<file path="src/rtl/aes_avalon_master.sv">
// Avalon-MM master sequencing one AES decryption: key/message writes, START, DONE polling,
// plaintext read-back. Optional DONE-poll timeout enabled by the AES_MASTER_TIMEOUT_EN macro.
module aes_avalon_master #(
  parameter int unsigned RD_LATENCY   = 1,
  parameter int unsigned POLL_GAP     = 4,
  parameter int unsigned POLL_TIMEOUT = 1024
) (
  input  logic         CLK,
  input  logic         RESET,
  input  logic         cmd_start,
  input  logic [127:0] cmd_key,
  input  logic [127:0] cmd_msg,
  output logic         cmd_busy,
  output logic         rsp_valid,
  output logic [127:0] rsp_data,
  output logic         rsp_err,
  output logic         AVL_CS,
  output logic         AVL_READ,
  output logic         AVL_WRITE,
  output logic [3:0]   AVL_BYTE_EN,
  output logic [3:0]   AVL_ADDR,
  output logic [31:0]  AVL_WRITEDATA,
  input  logic [31:0]  AVL_READDATA
);

  typedef enum logic [3:0] {
    StIdle, StWrKey, StWrMsg, StWrStart, StPollRd, StPollWait, StPollGap,
    StRdRes, StRdWait, StClrStart, StResp
  } state_e;

  localparam logic [7:0] LatLast = 8'(RD_LATENCY - 1);
  localparam logic [7:0] GapLast = 8'(POLL_GAP - 1);

  state_e         state_q, state_d;
  logic [1:0]     beat_q, beat_d;
  logic [127:0]   key_q, key_d, msg_q, msg_d, data_q, data_d;
  logic [7:0]     cnt_q, cnt_d;
  logic [3:0]     addr_q, addr_d;
  logic [31:0]    wdata_q, wdata_d;

`ifdef AES_MASTER_TIMEOUT_EN
  localparam int unsigned PcW = $clog2(POLL_TIMEOUT + 1);
  localparam logic [PcW-1:0] PollMax  = PcW'(POLL_TIMEOUT);
  localparam logic [PcW-1:0] PollLast = PcW'(POLL_TIMEOUT - 1);
  logic [PcW-1:0] poll_q, poll_d;
  logic           err_q, err_d;
`endif

  // Lowest register address carries the most significant word.
  function automatic logic [31:0] word_sel(input logic [127:0] v, input logic [1:0] b);
    logic [31:0] w;
    case (b)
      2'd0:    w = v[127:96];
      2'd1:    w = v[95:64];
      2'd2:    w = v[63:32];
      default: w = v[31:0];
    endcase
    return w;
  endfunction

  always_comb begin
    state_d = state_q;
    beat_d  = beat_q;
    key_d   = key_q;
    msg_d   = msg_q;
    data_d  = data_q;
    cnt_d   = cnt_q;
    addr_d  = addr_q;
    wdata_d = wdata_q;
`ifdef AES_MASTER_TIMEOUT_EN
    poll_d  = poll_q;
    err_d   = err_q;
`endif
    unique case (state_q)
      StIdle: begin
        if (cmd_start) begin
          key_d   = cmd_key;
          msg_d   = cmd_msg;
          beat_d  = 2'd0;
          data_d  = '0;
          addr_d  = 4'd0;
          wdata_d = cmd_key[127:96];
          state_d = StWrKey;
`ifdef AES_MASTER_TIMEOUT_EN
          poll_d  = '0;
          err_d   = 1'b0;
`endif
        end
      end
      StWrKey: begin
        if (beat_q == 2'd3) begin
          beat_d  = 2'd0;
          addr_d  = 4'd4;
          wdata_d = msg_q[127:96];
          state_d = StWrMsg;
        end else begin
          beat_d  = beat_q + 2'd1;
          addr_d  = {2'b00, beat_q + 2'd1};
          wdata_d = word_sel(key_q, beat_q + 2'd1);
        end
      end
      StWrMsg: begin
        if (beat_q == 2'd3) begin
          addr_d  = 4'd14;
          wdata_d = 32'h1;
          state_d = StWrStart;
        end else begin
          beat_d  = beat_q + 2'd1;
          addr_d  = {2'b01, beat_q + 2'd1};
          wdata_d = word_sel(msg_q, beat_q + 2'd1);
        end
      end
      StWrStart: begin
        addr_d  = 4'd15;
        state_d = StPollRd;
      end
      StPollRd: begin
        cnt_d   = '0;
        state_d = StPollWait;
      end
      StPollWait: begin
        if (cnt_q == LatLast) begin
          if (AVL_READDATA[0]) begin
            beat_d  = 2'd0;
            addr_d  = 4'd8;
            state_d = StRdRes;
          end else begin
            cnt_d   = '0;
            state_d = (POLL_GAP == 0) ? StPollRd : StPollGap;
`ifdef AES_MASTER_TIMEOUT_EN
            if (poll_q != PollMax) poll_d = poll_q + 1'b1;
            // This failed poll is number poll_q+1; give up once the budget is spent.
            if (poll_q >= PollLast) begin
              err_d   = 1'b1;
              data_d  = '0;
              addr_d  = 4'd14;
              wdata_d = 32'h0;
              state_d = StClrStart;
            end
`endif
          end
        end else begin
          cnt_d = cnt_q + 8'd1;
        end
      end
      StPollGap: begin
        if (cnt_q == GapLast) state_d = StPollRd;
        else                  cnt_d   = cnt_q + 8'd1;
      end
      StRdRes: begin
        cnt_d   = '0;
        state_d = StRdWait;
      end
      StRdWait: begin
        if (cnt_q == LatLast) begin
          case (beat_q)
            2'd0:    data_d[127:96] = AVL_READDATA;
            2'd1:    data_d[95:64]  = AVL_READDATA;
            2'd2:    data_d[63:32]  = AVL_READDATA;
            default: data_d[31:0]   = AVL_READDATA;
          endcase
          if (beat_q == 2'd3) begin
            addr_d  = 4'd14;
            wdata_d = 32'h0;
            state_d = StClrStart;
          end else begin
            beat_d  = beat_q + 2'd1;
            addr_d  = {2'b10, beat_q + 2'd1};
            state_d = StRdRes;
          end
        end else begin
          cnt_d = cnt_q + 8'd1;
        end
      end
      StClrStart: state_d = StResp;
      StResp:     state_d = StIdle;
      default:    state_d = StIdle;
    endcase
  end

  always_ff @(posedge CLK or posedge RESET) begin
    if (RESET) begin
      state_q <= StIdle;
      beat_q  <= '0;
      key_q   <= '0;
      msg_q   <= '0;
      data_q  <= '0;
      cnt_q   <= '0;
      addr_q  <= '0;
      wdata_q <= '0;
`ifdef AES_MASTER_TIMEOUT_EN
      poll_q  <= '0;
      err_q   <= 1'b0;
`endif
    end else begin
      state_q <= state_d;
      beat_q  <= beat_d;
      key_q   <= key_d;
      msg_q   <= msg_d;
      data_q  <= data_d;
      cnt_q   <= cnt_d;
      addr_q  <= addr_d;
      wdata_q <= wdata_d;
`ifdef AES_MASTER_TIMEOUT_EN
      poll_q  <= poll_d;
      err_q   <= err_d;
`endif
    end
  end

  assign AVL_WRITE     = state_q inside {StWrKey, StWrMsg, StWrStart, StClrStart};
  assign AVL_READ      = state_q inside {StPollRd, StRdRes};
  assign AVL_CS        = AVL_READ | AVL_WRITE;
  assign AVL_BYTE_EN   = {4{AVL_CS}};
  assign AVL_ADDR      = addr_q;
  assign AVL_WRITEDATA = wdata_q;
  assign cmd_busy      = (state_q != StIdle);
  assign rsp_valid     = (state_q == StResp);
  assign rsp_data      = data_q;

`ifdef AES_MASTER_TIMEOUT_EN
  assign rsp_err = err_q;
`else
  logic unused_timeout_cfg;
  assign unused_timeout_cfg = ^POLL_TIMEOUT;
  assign rsp_err = 1'b0;
`endif

endmodule

</file>
<file path="config.mk">
export PLATFORM = sky130hd
export DESIGN_NAME = aes_avalon_master
export DESIGN_NICKNAME = d
export VERILOG_FILES = /design/src/rtl/aes_avalon_master.sv
export SDC_FILE = /design/constraint.sdc
export NUM_CORES = 1
export LEC_CHECK = 0
export CAP_MARGIN = 40
export CORE_ASPECT_RATIO = 1.75
export CORE_MARGIN = 2
export CORE_UTILIZATION = 50
export CTS_CLUSTER_DIAMETER = 60
export CTS_CLUSTER_SIZE = 40
export DETAILED_ROUTE_END_ITERATION = 8
export GPL_ROUTABILITY_DRIVEN = 0
export MAX_ROUTING_LAYER = met4
export PLACE_DENSITY = 0.8
export SLEW_MARGIN = 20
export SYNTH_ARGS = -nofsm -noshare
export SYNTH_HDL_FRONTEND = slang
export SYNTH_SLANG_ARGS = --single-unit
</file>
<file path="constraint.sdc">
create_clock -name CLK -period 19.8 [get_ports CLK]
set_input_delay 3.96 -clock CLK [delete_from_list [all_inputs] [get_ports CLK]]
set_output_delay 3.96 -clock CLK [all_outputs]
set_load 0.02 [all_outputs]
</file>
==> flow_summary.yaml <==
logic_synthesis:
  syn_inst: 1686
  async_flop_share_pct: 100.0
  post_synth.cell_area_avg_um2: 11.46
  yosys.area_share.adder_pct: 0.5830
  yosys.cell_types.count: 66
  synth_enable_flop_cells: 0
  synth_fp_nets: 1986
  synth-compound-area-share_pct: 14.89
  synthesis.yosys.warnings: 0
  ys_top_cells_by_area: "dfrtp_1, mux2_2, nand2_1"
  yosys-mux-area-fraction_pct: 15.37
  ys_ff_latch: 434
  netlist_top_cells_count: "dfrtp_1, nand2_1, mux2_2"
  yosys.area_share.simple_pct: 9.082
  syn_area_um2: 19310
  ys_dominant_reg_cell: "dfrtp_1"
  most_repeated_cell_in_the_gate_level_netlist_after_synthesis: "dfrtp_1"
  seq_area_frac_synth_pct: 56.23
  yosysTopAreaCellShare_pct: 56.23
  synth_xor_xnor_area_share_pct: 0.1814
  combinational_family_with_the_most_area_after_synthesis: "multiplexers"
  synth_area_leader_cell: "dfrtp_1"
sta:
  timing.final.max_slew_violations: 0
  final_hold_viol_count: 0
  final_setup_fails: 0
  tightestPinTransition_ps: 1247
  totalNegativeSetupSlack_ps: 0
  finalCritPeriodShare_pct: 35.41
  max-slew-margin-rel_pct: 16.89
  fin_skew_ps: 25.87
  max_freq_mhz: 142.6
  grt_setup_unrepaired: "no"
  min_period_ps: 7011
  hold_ws_ps: 488.4
global_routing:
  global_route_wire_length_before_repair_um: 89160
  gr-total-overflow: 0
  first_global_vias: 15600
  number_of_antenna_violations_at_the_first_check_in_global_routing: 28
  grt_start_max_net_pins: 200
  grt_use_total_pct: 28.70
critical_path:
  crit_path_max_fanout: 33
  crit-reg2reg-launch: "state_q[2]$_DFFE_PP0P_"
  setup.worst_path.start_class: "flip-flop"
  timing.rr.end: "AVL_WRITEDATA[10]$_DFFE_PP0P_"
  crit_required_ps: 15840
  worstSetupEndpointType: "primary output"
  worst_ep_arrival_time_ps: 3050
  critical_path_class: "reg2out"
  timing.reg2reg.worst_path_depth: 7
  rrSetupSlack_ps: 16510
power_and_ir_drop:
  power.ir.vdd_worst_uv: 105.9
  p_leak_nw: 10.30
  power_density_nw_per_um2: 143.5
final_layout:
  area.growth.synth_to_final_pct: 30.85
  num-nets-final: 2363
  fill_cells: 2899
  fraction_of_layout_cells_with_a_size_suffix_above_1_pct: 17.41
clocking:
  htree_levels: 1
  insertion_delay_ps: 580
  cts_inserted_buffers: 23
  cts.repair.resized: 0
  hold_buffers: 0
  clk_pin_slew_ps: 100
  cts_tree: "built"
  post_cts_repair_setup_buffers: 0
  numClockSinks: 434
  cts_buffer_depth: 3
  root_buffer_selected_by_cts: "clkbuf_16"
placed_design:
  dp_hpwl_um: 40600
  placement.io_buffers: 463
floorplan:
  floorplan.initialDensity_pct: 50.46
  core-area_um2: 38270
  top_level_ports: 465
  die_width_um: 152.6
  std_cell_rows: 95
  design.die.area_um2: 40280
  die_h_um: 264.0
detailed_routing:
  via_count: 15080
  drt_drc_violations_left: 0
  remaining_antenna_violation_count: 0
  initialDrtViolationCount: 1201
  drt_pass1_iterations: 9
  wire_length_per_cell_um: 22.21
  routed_wirelength_um: 57570
  vias_per_cell: 5.819
hold_path:
  min_delay_worst_endpoint: "rsp_data[75]$_DFFE_PP0P_"
  min_from: "rsp_data[75]$_DFFE_PP0P_"
  worst_hold_path.num_cells: 2
  worstHoldPathType: "reg2reg"
run_status:
  result_of_the_run: "finished, final reports clean"
run:
  max_cap_violations: 0
## stage by stage
stage	power (mW)	utilization, %	instance area, um^2	worst slack, ps	instances
floorplan	2.501	-	19310	3752	1686
global placement	2.947	63.13	24160	12940	2516
CTS	3.622	65.66	25130	12750	2561
global route	3.837	66.03	25270	12590	2592
finish	3.627	66.03	25270	12790	2592
detailed placement	3.017	63.36	24250	13110	2520
## how the worst max path moves through the flow
| stage | end | start | slack [ps] | depth (start not counted) |
|---|---|---|---|---|
| 6_report | AVL_BYTE_EN[2] | state_q[2]$_DFFE_PP0P_ | 12790 | 4 |
| 5_1_grt | AVL_BYTE_EN[2] | state_q[2]$_DFFE_PP0P_ | 12590 | 4 |
| 4_1_cts | AVL_BYTE_EN[2] | state_q[2]$_DFFE_PP0P_ | 12750 | 4 |
| 3_5_place_dp | key_q[70]$_DFFE_PP0P_ | cmd_start | 13110 | 4 |
| 3_3_place_gp | msg_q[2]$_DFFE_PP0P_ | RESET | 12940 | 4 |
| 2_1_floorplan | AVL_ADDR[0]$_DFFE_PP0P_ | RESET | 3750 | 1 |
## worst max-delay path, stage by stage, from the launching register on
cell and delay (ps):
dfrtp_2 780, buf_4 450, nand2b_1 170, o22ai_1 390
clkdlybuf4s50_1 700
## cell type report
type / instances / area (um^2) / share of cell area [%]
Inverter: 12 / 52.55 / 0.2079
Tap cell: 485 / 606.8 / 2.401
Multi-Input combinational cell: 1101 / 7824 / 30.96
Timing Repair Buffer: 491 / 4982 / 19.71
Clock inverter: 17 / 287.8 / 1.139
Sequential cell: 434 / 10860 / 42.98
Clock buffer: 24 / 589.3 / 2.332
Antenna cell: 28 / 70.07 / 0.2772
## state kept, by name, indices dropped and copies added (netlist names)
signal         cells
AVL_ADDR           4
key_q            128
AVL_WRITEDATA     32
rsp_data         128
state_q            4
cnt_q              8
msg_q            128
beat_q             2
## where the power goes
part	internal (mW)	switching [mW]	leakage, nW
clock	0.257	0.341	0.416
combinational	0.744	0.849	4.44
sequential	1.22	0.214	5.45
## cells in the final DEF, fill, tap and decap left out, types with 10 or more instances in the layout
| cell | synthesis | layout |
|---|---|---|
| inv_1 | 11 | 10 |
| a222oi_1 | 64 | 64 |
| clkdlybuf4s50_1 | 0 | 463 |
| dfrtp_1 | 434 | 433 |
| o21ai_0 | 198 | 198 |
| and2_1 | 21 | 21 |
| buf_4 | 10 | 19 |
| o21bai_1 | 13 | 13 |
| a2111oi_0 | 21 | 21 |
| a21oi_1 | 39 | 39 |
| o31ai_1 | 34 | 34 |
| a221oi_1 | 11 | 11 |
| nor2_1 | 67 | 65 |
| nand2_1 | 272 | 272 |
| mux2_2 | 261 | 261 |
| diode_2 | 0 | 28 |
| clkbuf_16 | 0 | 23 |
## routing by layer
| metal | GRT usage, % | vias up | wire (um) |
|---|---|---|---|
| met1 | 34.76 | 7421 | 21740 |
| met3 | 5.495 | 120 | 4538 |
| met5 | - | - | 0 |
| met4 | 13.41 | 0 | 2600 |
| li1 | - | 6835 | - |
| met2 | 46.59 | 706 | 28690 |
## logic make-up (layout without fill, tap and decap cells)
family,after synthesis,in the layout
adders and majority gates,9,9
and+or+nand+nor,403,403
AOI/OAI and AO/OA,420,420
DFF,434,434
muxes,264,264
xor gates and xnor gates,4,4
buffers and inverters,151,544
other,1,29
(Power assumes the default switching activity.)
